==> src/rtl/logic_unit_pipe_if.sv <==
// Operand/result handshake bundle for logic_unit_pipe.
// The optional zero flag travels on the bus only when LU_ZERO_FLAG_EN is defined.
interface logic_unit_pipe_if #(
    parameter int WIDTH = 8
);
    logic             in_valid;
    logic             in_ready;
    logic [WIDTH-1:0] a;
    logic [WIDTH-1:0] b;
    logic [2:0]       op;
    logic             chain;
    logic             out_valid;
    logic             out_ready;
    logic [WIDTH-1:0] y;
    logic             chain_err;
`ifdef LU_ZERO_FLAG_EN
    logic             zero;
`endif

    modport master (
        output in_valid, a, b, op, chain, out_ready,
`ifdef LU_ZERO_FLAG_EN
        input  zero,
`endif
        input  in_ready, out_valid, y, chain_err
    );

    modport slave (
        input  in_valid, a, b, op, chain, out_ready,
`ifdef LU_ZERO_FLAG_EN
        output zero,
`endif
        output in_ready, out_valid, y, chain_err
    );
endinterface

==> src/rtl/logic_unit_pipe.sv <==
// WIDTH-bit 8-op bitwise logic unit with chained accumulator operand and a 2-entry output FIFO.
// Define LU_ZERO_FLAG_EN to add a per-entry zero flag that follows y through the FIFO.
module logic_unit_pipe #(
    parameter int WIDTH = 8
) (
    input  logic              clk,
    input  logic              reset,
    logic_unit_pipe_if.slave  bus
);
    typedef enum logic {ST_EMPTY, ST_ACC} state_t;

    state_t           state_q;
    logic [WIDTH-1:0] acc_q;
    logic             chain_err_q;
    logic [1:0]       count_q, count_d;
    logic [WIDTH-1:0] slot_q [2];
    logic [WIDTH-1:0] slot_d [2];
`ifdef LU_ZERO_FLAG_EN
    logic             zflag_q [2];
    logic             zflag_d [2];
`endif

    logic             accept, deliver;
    logic [WIDTH-1:0] a_eff, r;

    // Ready depends only on stored occupancy (and reset), never on in_valid.
    assign bus.in_ready  = (count_q != 2'd2) && !reset;
    assign bus.out_valid = (count_q != 2'd0);
    assign bus.y         = slot_q[0];
    assign bus.chain_err = chain_err_q;
`ifdef LU_ZERO_FLAG_EN
    assign bus.zero      = zflag_q[0];
`endif

    assign accept = bus.in_valid && bus.in_ready;
    assign deliver = bus.out_valid && bus.out_ready;
    assign a_eff  = (bus.chain && state_q == ST_ACC) ? acc_q : bus.a;

    always_comb begin
        r = '0;
        case (bus.op)
            3'd0: r = ~(a_eff & bus.b);
            3'd1: r = a_eff & bus.b;
            3'd2: r = a_eff | bus.b;
            3'd3: r = ~(a_eff | bus.b);
            3'd4: r = a_eff ^ bus.b;
            3'd5: r = ~(a_eff ^ bus.b);
            3'd6: r = ~a_eff;
            default: r = bus.b;
        endcase
    end

    // Slot 0 is the head; it is left untouched when the last entry leaves so y holds.
    always_comb begin
        count_d = count_q;
        for (int i = 0; i < 2; i++) begin
            slot_d[i] = slot_q[i];
`ifdef LU_ZERO_FLAG_EN
            zflag_d[i] = zflag_q[i];
`endif
        end
        case ({accept, deliver})
            2'b10: begin
                slot_d[count_q[0]] = r;
`ifdef LU_ZERO_FLAG_EN
                zflag_d[count_q[0]] = (r == '0);
`endif
                count_d = count_q + 2'd1;
            end
            2'b01: begin
                if (count_q == 2'd2) begin
                    slot_d[0] = slot_q[1];
`ifdef LU_ZERO_FLAG_EN
                    zflag_d[0] = zflag_q[1];
`endif
                end
                count_d = count_q - 2'd1;
            end
            2'b11: begin
                // Only reachable with one entry held: the new result replaces the head.
                slot_d[0] = r;
`ifdef LU_ZERO_FLAG_EN
                zflag_d[0] = (r == '0);
`endif
            end
            default: ;
        endcase
    end

    always_ff @(posedge clk or posedge reset) begin
        if (reset) begin
            count_q <= 2'd0;
            for (int i = 0; i < 2; i++) begin
                slot_q[i] <= '0;
`ifdef LU_ZERO_FLAG_EN
                zflag_q[i] <= 1'b0;
`endif
            end
        end else begin
            count_q <= count_d;
            for (int i = 0; i < 2; i++) begin
                slot_q[i] <= slot_d[i];
`ifdef LU_ZERO_FLAG_EN
                zflag_q[i] <= zflag_d[i];
`endif
            end
        end
    end

    always_ff @(posedge clk or posedge reset) begin
        if (reset) begin
            state_q     <= ST_EMPTY;
            acc_q       <= '0;
            chain_err_q <= 1'b0;
        end else if (accept) begin
            acc_q   <= r;
            state_q <= ST_ACC;
            if (bus.chain && state_q == ST_EMPTY) begin
                chain_err_q <= 1'b1;
            end
        end
    end
endmodule
==> src/flat_wrapper.sv <==
// flat-port wrapper written by rule: the top's interface ports become plain ports
module logic_unit_pipe_flat 
#(
    parameter int WIDTH = 8
)
  (clk, reset, bus_in_valid, bus_a, bus_b, bus_op, bus_chain, bus_out_ready, bus_in_ready, bus_out_valid, bus_y, bus_chain_err);
  logic_unit_pipe_if #(.WIDTH(WIDTH)) bus_i ();
  input  logic clk;
  input  logic reset;
  input wire logic [$bits(bus_i.in_valid)-1:0] bus_in_valid;
  input wire logic [$bits(bus_i.a)-1:0] bus_a;
  input wire logic [$bits(bus_i.b)-1:0] bus_b;
  input wire logic [$bits(bus_i.op)-1:0] bus_op;
  input wire logic [$bits(bus_i.chain)-1:0] bus_chain;
  input wire logic [$bits(bus_i.out_ready)-1:0] bus_out_ready;
  output wire logic [$bits(bus_i.in_ready)-1:0] bus_in_ready;
  output wire logic [$bits(bus_i.out_valid)-1:0] bus_out_valid;
  output wire logic [$bits(bus_i.y)-1:0] bus_y;
  output wire logic [$bits(bus_i.chain_err)-1:0] bus_chain_err;
  assign bus_i.in_valid = bus_in_valid;
  assign bus_i.a = bus_a;
  assign bus_i.b = bus_b;
  assign bus_i.op = bus_op;
  assign bus_i.chain = bus_chain;
  assign bus_i.out_ready = bus_out_ready;
  assign bus_in_ready = bus_i.in_ready;
  assign bus_out_valid = bus_i.out_valid;
  assign bus_y = bus_i.y;
  assign bus_chain_err = bus_i.chain_err;
  logic_unit_pipe #(.WIDTH(WIDTH)) u_core (.clk(clk), .reset(reset), .bus(bus_i));
endmodule
==> config.mk <==
export PLATFORM = sky130hd
export DESIGN_NAME = logic_unit_pipe_flat
export DESIGN_NICKNAME = d
export VERILOG_FILES = /design/src/rtl/logic_unit_pipe_if.sv /design/src/rtl/logic_unit_pipe.sv /design/src/flat_wrapper.sv
export SDC_FILE = /design/constraint.sdc
export NUM_CORES = 1
export LEC_CHECK = 0
export CAP_MARGIN = 20
export CORE_MARGIN = 3
export CORE_UTILIZATION = 54
export CTS_CLUSTER_DIAMETER = 80
export CTS_CLUSTER_SIZE = 8
export DETAILED_ROUTE_END_ITERATION = 10
export GPL_ROUTABILITY_DRIVEN = 1
export GPL_TIMING_DRIVEN = 0
export PLACE_DENSITY = 0.78
export SYNTH_ARGS = -nofsm -noshare
export SYNTH_HDL_FRONTEND = slang
export SYNTH_SLANG_ARGS = --single-unit
==> constraint.sdc <==
create_clock -name clk -period 3.77 [get_ports clk]
set_input_delay 0.754 -clock clk [delete_from_list [all_inputs] [get_ports clk]]
set_output_delay 0.754 -clock clk [all_outputs]
set_load 0.005 [all_outputs]
==> results.sh <==
export IMPL_die_h_um=76.17
export IMPL_yosysTopAreaCell="dfrtp_1"
export IMPL_pin_count=35
export IMPL_drt_vias_per_instance=6.179
export IMPL_gp_congestion=0.8788
export IMPL_cp_required_ns=3.92
export IMPL_grt_antenna_before_repair=0
export IMPL_cts_tree="done"
export IMPL_synth_main_ff_cell="dfrtp_1"
export IMPL_crit_start="reset"
export IMPL_path_class="input port to flip-flop"
export IMPL_ys_ff_latch=28
export IMPL_async_reset_ff_share_pct=100.0
export IMPL_crit_fanout=22
export IMPL_synth_cell_types=38
export IMPL_crit_chain="clkdlybuf4s50_1, clkinvlp_4, buf_16, o21a_1, nand2_2, buf_2, ha_1, nand2b_1, clkbuf_1, a221oi_1, o211ai_1, a21oi_1, o32ai_1"
export IMPL_status="finished clean"
export IMPL_vias=2447
export IMPL_drcViolationCount=0
export IMPL_die_area_mm2=0.005802
export IMPL_wl_per_cell_um=17.02
export IMPL_track_usage_pct=22.86
export IMPL_rsz0062_at_grt="no"
export IMPL_grt_max_degree=23
export IMPL_min_period_over_period_pct=94.11
export IMPL_holdBufCountCts=0
export IMPL_ir_worst_vdd_uv=420.6
export IMPL_cts_sinks=28
export IMPL_worst_slew_pin_slew_ns=0.4805
export IMPL_synthTopCellsByCount="32 x nor2_1, 28 x dfrtp_1, 23 x a21oi_1, 23 x nand2_1, 17 x xnor2_1"
export IMPL_drt_iter0_markers=157
export IMPL_grt_first_pass_wirelength_um=11130
export IMPL_seq_area_frac_synth_pct=26.35
export IMPL_fin_crit_ns=3.548
export IMPL_post_synth_top_count_cell="nor2_1"
export IMPL_r2r_cells=11
export IMPL_crit_end="u_core.bus.y[2]$_DFFE_PP0P_"
export IMPL_start_util_pct=58.25
export IMPL_hold_path_class="flip-flop to flip-flop"
export IMPL_synth_top_area_share_pct=26.35
export IMPL_cts_clk_slew_worst_paths_ns=0.10
export IMPL_synthTopCellsByArea="dfrtp_1 26%, ha_1 5.6%, xnor2_1 5.6%, a311oi_2 4.5%, mux2_4 4.5%"
export IMPL_syn_inst=292
export IMPL_die_x_um=76.17
export IMPL_yosysWarnings=0
export IMPL_core_mm2=0.004564
export IMPL_nets=368
export IMPL_setup_viol_count_final=0
export IMPL_crit_path_start_kind="input port"
export IMPL_synth_edf_count=0
export IMPL_drive_gt1_share_pct=21.45
export IMPL_final_area_mm2=0.003181
export IMPL_synth_nets=328
export IMPL_rr_endpoint="u_core.bus.y[2]$_DFFE_PP0P_"
export IMPL_finClkSkew_ns=0.007674
export IMPL_r2r_start="u_core.count_q[1]$_DFFE_PP0P_"
export IMPL_rows=24
export IMPL_insertion_delay_ns=0.28
export IMPL_placed_cell_area_mm2=0.003088
export IMPL_syn_avg_cell_area_um2=9.105
export IMPL_h_tree_depth=1
export IMPL_slowest_delay_ns=0.44
export IMPL_fmax_mhz=281.9
export IMPL_hpwl_um=5352
export IMPL_cts_root_buf="clkbuf_8"
export IMPL_antenna_cells=0
export IMPL_overflow=0
export IMPL_cp_arrival_ns=3.70
export IMPL_syn_to_final_growth_pct=19.62
export IMPL_place_ws_ns=-0.6760
export IMPL_cts_buffers=3
export IMPL_power_density_mw_per_mm2=561.5
export IMPL_grt_pass1_vias=2378
export IMPL_slowest_stage="clkdlybuf4s50_1"
export IMPL_slew_headroom_pct=67.96
export IMPL_port_buffers=32
export IMPL_slew_viol_final=0
export IMPL_cts_buffer_depth=2
export IMPL_setup_ws_ns=0.2222
export IMPL_hold_depth=1
export IMPL_endpoint_kind="flip-flop"
export IMPL_synth_area_mm2=0.002659
export IMPL_reg2reg_slack_ns=1.04
export IMPL_firstDrtPassIters=4
export IMPL_wirelength_um=6739
export IMPL_antenna_left=0
export IMPL_finalHoldViolCount=0
export IMPL_power_leakage_uw=0.001328
export IMPL_cap_viol_max_count=0
## layout by cell type (no fill, tap or decap), types with 10 or more instances in the layout
cell type / n
dfrtp_1: 28
xnor2_1: 17
clkdlybuf4s50_1: 32
xor2_1: 10
a21oi_1: 23
o31ai_1: 16
nand2_1: 21
buf_4: 12
nor2_1: 32
ha_1: 12
o211ai_1: 16
## kinds of logic after synthesis
group                      Yosys count  share of synthesized area [%]
AOI/OAI and AO/OA                  102                          31.25
xor gates and xnor gates            27                          8.894
adders and majority gates           12                          5.647
buffers and inverters               36                          8.094
DFF                                 28                          26.35
muxes                                8                          4.518
and+or+nand+nor                     79                          15.25
## timing repair
action / CTS / global route
pin swaps: 0 / 1
buffers inserted: 0 / 2
resized for setup: 4 / 3
setup endpoints to repair: 8 / 8
## how the worst min path moves through the flow
| stage | startpoint | end | slack (ns) |
|---|---|---|---|
| 6_report | u_core.bus.chain_err$_DFFE_PP0P_ | u_core.bus.chain_err$_DFFE_PP0P_ | 0.48 |
| 5_1_grt | u_core.bus.chain_err$_DFFE_PP0P_ | u_core.bus.chain_err$_DFFE_PP0P_ | 0.50 |
| 4_1_cts | u_core.bus.chain_err$_DFFE_PP0P_ | u_core.bus.chain_err$_DFFE_PP0P_ | 0.49 |
| 3_5_place_dp | u_core.bus.chain_err$_DFFE_PP0P_ | u_core.bus.chain_err$_DFFE_PP0P_ | 0.46 |
| 3_3_place_gp | u_core.bus.chain_err$_DFFE_PP0P_ | u_core.bus.chain_err$_DFFE_PP0P_ | 0.46 |
| 2_1_floorplan | u_core.slot_q[0]$_DFFE_PP0P_ | u_core.slot_q[0]$_DFFE_PP0P_ | 0.45 |
## stage by stage
| stage | std cells | hold slack (ns) | total power, uW | TNS [ns] | utilization (%) |
|---|---|---|---|---|---|
| finish | 396 | 0.4831 | 1786 | 0 | 69.68 |
| global route | 396 | 0.5035 | 1916 | 0 | 69.68 |
| CTS | 394 | 0.4868 | 1767 | 0 | 69.19 |
| detailed placement | 390 | 0.4560 | 1571 | -5.066 | 67.65 |
| global placement | 389 | 0.4575 | 1540 | -8.824 | 67.05 |
| floorplan | 292 | 0.4493 | 1259 | 0 | - |
## layer usage
layer / routed length [um] / global-route usage, % / vias up
met4: 151 / 6.341 / 0
met2: 3310 / 39.27 / 77
met1: 2953 / 30.30 / 1196
met5: 0 / 0 / -
met3: 324 / 2.719 / 14
li1: - / - / 1160
## critical path: cells and delay by family
| family | cells | cell delay (ns) |
|---|---|---|
| buffers and inverters | 5 | 1.33 |
| AO/OA/AOI/OAI | 5 | 1.06 |
| AND/OR/NAND/NOR | 2 | 0.31 |
| adder cells (fa/ha/maj) | 1 | 0.22 |
## where the power goes
group          internal, uW  switching (uW)
Combinational           560             492
Clock                  93.6            95.2
Sequential              441             104
Total                  1100             691
## final cells by class
class                           count  area [um2]
Buffer                             29       190.2
Inverter                            7       30.03
Timing Repair Buffer               35       362.8
Clock buffer                        4       55.05
Multi-Input combinational cell    228        1760
Tap cell                           65       81.33
Sequential cell                    28       700.7
Fill cell                         375        1384
## flip-flops by register name, indices dropped and copies added, names as in the netlist
register	flops
u_core.acc_q	8
u_core.bus.chain_err	1
u_core.bus.y	8
u_core.count_q	2
u_core.slot_q	8
u_core.state_q	1
Power figures use the tool's default switching activity.
==> variant, RTL diff (same flow settings) <==
Make the reset (`reset`) synchronous in 2 clocked blocks.
--- a/src/rtl/logic_unit_pipe.sv
+++ b/src/rtl/logic_unit_pipe.sv
@@ -89,3 +89,3 @@
 
-    always_ff @(posedge clk or posedge reset) begin
+    always_ff @(posedge clk) begin
         if (reset) begin
@@ -109,3 +109,3 @@
 
-    always_ff @(posedge clk or posedge reset) begin
+    always_ff @(posedge clk) begin
         if (reset) begin
Formal check against the unedited RTL: differs if reset is asserted again (counterexample within 4 cycles, from zero or initial values and one cycle with reset high); with reset held inactive, the same outputs for 10 cycles.
==> variant against the unedited design <==
Via count is 18% lower. Setup slack better by 0.12 ns. Cell count shrank 13%. Combinational power down 38%. Area after synthesis down 16%. Non-clock buffer count down 7. Wire length shrank 23%. Register-to-register slack lost 0.18 ns. Sequential cell count stayed put. Cell area decreased by 15%. Critical path depth fell by 3. Power down 31%.
==> variant: results (changes against the unedited design) <==
- Ys async rst share: 0% (-100 points)
- Setup Fix Bufs, Post-CTS: 0 (unchanged)
- Routability congestion estimate from global placement: 0.853 (-2.9%)
- Drt pass-1 iters: 4 (unchanged)
- Worst-path fanout max: 11 (-50%)
- Status: complete, no violations
- Tightest Hold Check Type: flop to flop
- FF-to-FF End: u_core.slot_q[0][2]
- Global-route wire length before repair: 8.86 mm (-20%)
- Post-synthesis sequential area ratio: 25.1% (-1.3 points)
- GR Util met2: 35.1% (-4.1 points)
- Hpwl dp: 4.08 mm (-24%)
- Via count of the first global-routing pass: 1,969 (-17%)
- Routed wl met2: 2.43 mm (-27%)
- CP peak stage delay: 0.58 ns (+0.14 ns)
- Pleak: 0.00111 uW (-16%)
- Area post-placement: 2620 sq um (-15%)
- DRT Wirelength: 5.16 mm (-23%)
- Num CTS Buffers: 3 (unchanged)
- Ys Warns: 0 (unchanged)
- Hold Startpoint: u_core.slot_q[0][14]
- Top Registers: u_core.slot_q x16, u_core.acc_q x8, u_core.count_q x2
- CP max stage cell: clkdlybuf4s50_1
- Wl on met1: 2.38 mm (-19%)
- Met3 GRT Util: 3.60% (+0.88 points)
- Hold EP: u_core.slot_q[0][14]
- Worst EP arrival: 3.64 ns (-0.06 ns)
- Layout cells sized above 1: 12.1% (-9.4 points)
- Vias/cell: 5.79 (-6.3%)
- Area contributors post-synth: dfxtp_1, ha_1, a21oi_1
- Peak supply drop: 511 uV (+22%)
- CP Launch Point: reset
- DR iter-0 viols: 164 (+4.5%)
- Synthesized Nets: 297 (-9.5%)
- R2r startpoint: u_core.count_q[0]
- Number of port buffers: 33 (+3.1%)
- Post-synth top area share: 25.1% (-1.3 points)
- All-Layer GR Usage: 21.8% (-1.0 points)
- Worst skew pair latency: 0.28 ns (about the same)
- Grt met1 use: 29.9% (-0.38 points)
- Cts repair resizes: 0 (-4)
- Wire length on met3: 251 um (-23%)
- Sw Pwr: 436 uW (-37%)
- Slew HR: 63.9% (-4.1 points)
- Clock Skews: 0.00325 ns (-0.00443 ns)
- Largest net degree at the start of global routing: 16 (-30%)
- R2r setup slk: 0.86 ns (-0.18 ns)
- Max layer used: met4
- Filler instances: 353 (-5.9%)
- Netlist cell types: 42 (+11%)
- CTS root buffer: clkbuf_8
- Hold depth: 2 (+1)
- Synth cell count leaders: dfxtp_1, a21oi_1, nor2_1
- Post-Layout Inst Area: 2690 sq um (-15%)
- Crit. End Element: flop
- Final net count: 335 (-9.0%)
## variant: changes by cell type in the layout (fill, tap and decap cells not counted), moves of 10 or more
| cell | change |
|---|---|
| dfrtp_1 | -28 |
| dfxtp_1 | +28 |
| nand2b_1 | +16 |
| nor2_1 | -10 |
| o211ai_1 | -16 |
| o22ai_1 | +14 |
| o31ai_1 | -16 |
| xnor2_1 | -15 |
## variant: power by group through the flow
stage	Combinational, uW	Clock, uW	Sequential [uW]
global placement	619	0	405
floorplan	443	0	397
global route	732	206	407
CTS	641	189	399
detailed placement	637	0	405
finish	650	188	398
## variant: cell type report
cell class	count	area, sq um	area share, %
flip-flops and latches	28	561	20.8
inverters	4	15.0	0.558
clock buffers	4	55.1	2.05
multi-input cells	205	1500	55.7
repair buffers	33	330	12.3
plain buffers	24	171	6.37
well taps	48	60.1	2.23
## variant: metrics by stage
step           hold slack [ns]  utilization (%)  cells  power, uW  setup WS (ns)
2_1_floorplan            0.437                -    261        840           1.05
3_3_place_gp             0.445             68.6    342       1020         0.0733
3_5_place_dp             0.456             68.6    342       1040         0.0228
4_1_cts                  0.468             70.0    346       1230          0.290
5_1_grt                  0.495             70.3    346       1340         0.0223
6_report                 0.465             70.3    346       1240          0.344
## variant: worst max-delay path, delay by kind of cell
kind	cells	cell delay [ns]
AND/OR/NAND/NOR	3	1.01
buffers and inverters	2	1.03
adder cells (fa/ha/maj)	1	0.36
AO/OA/AOI/OAI	4	0.49
## variant: logic make-up after synthesis
logic type	share of synthesized area (%)
multiplexers	3.59
AND/OR/NAND/NOR	22.4
adder cells (fa/ha/maj)	6.72
buffers and inverters	8.35
AO/OA/AOI/OAI	29.6
flip-flops	25.1
XOR/XNOR	4.31
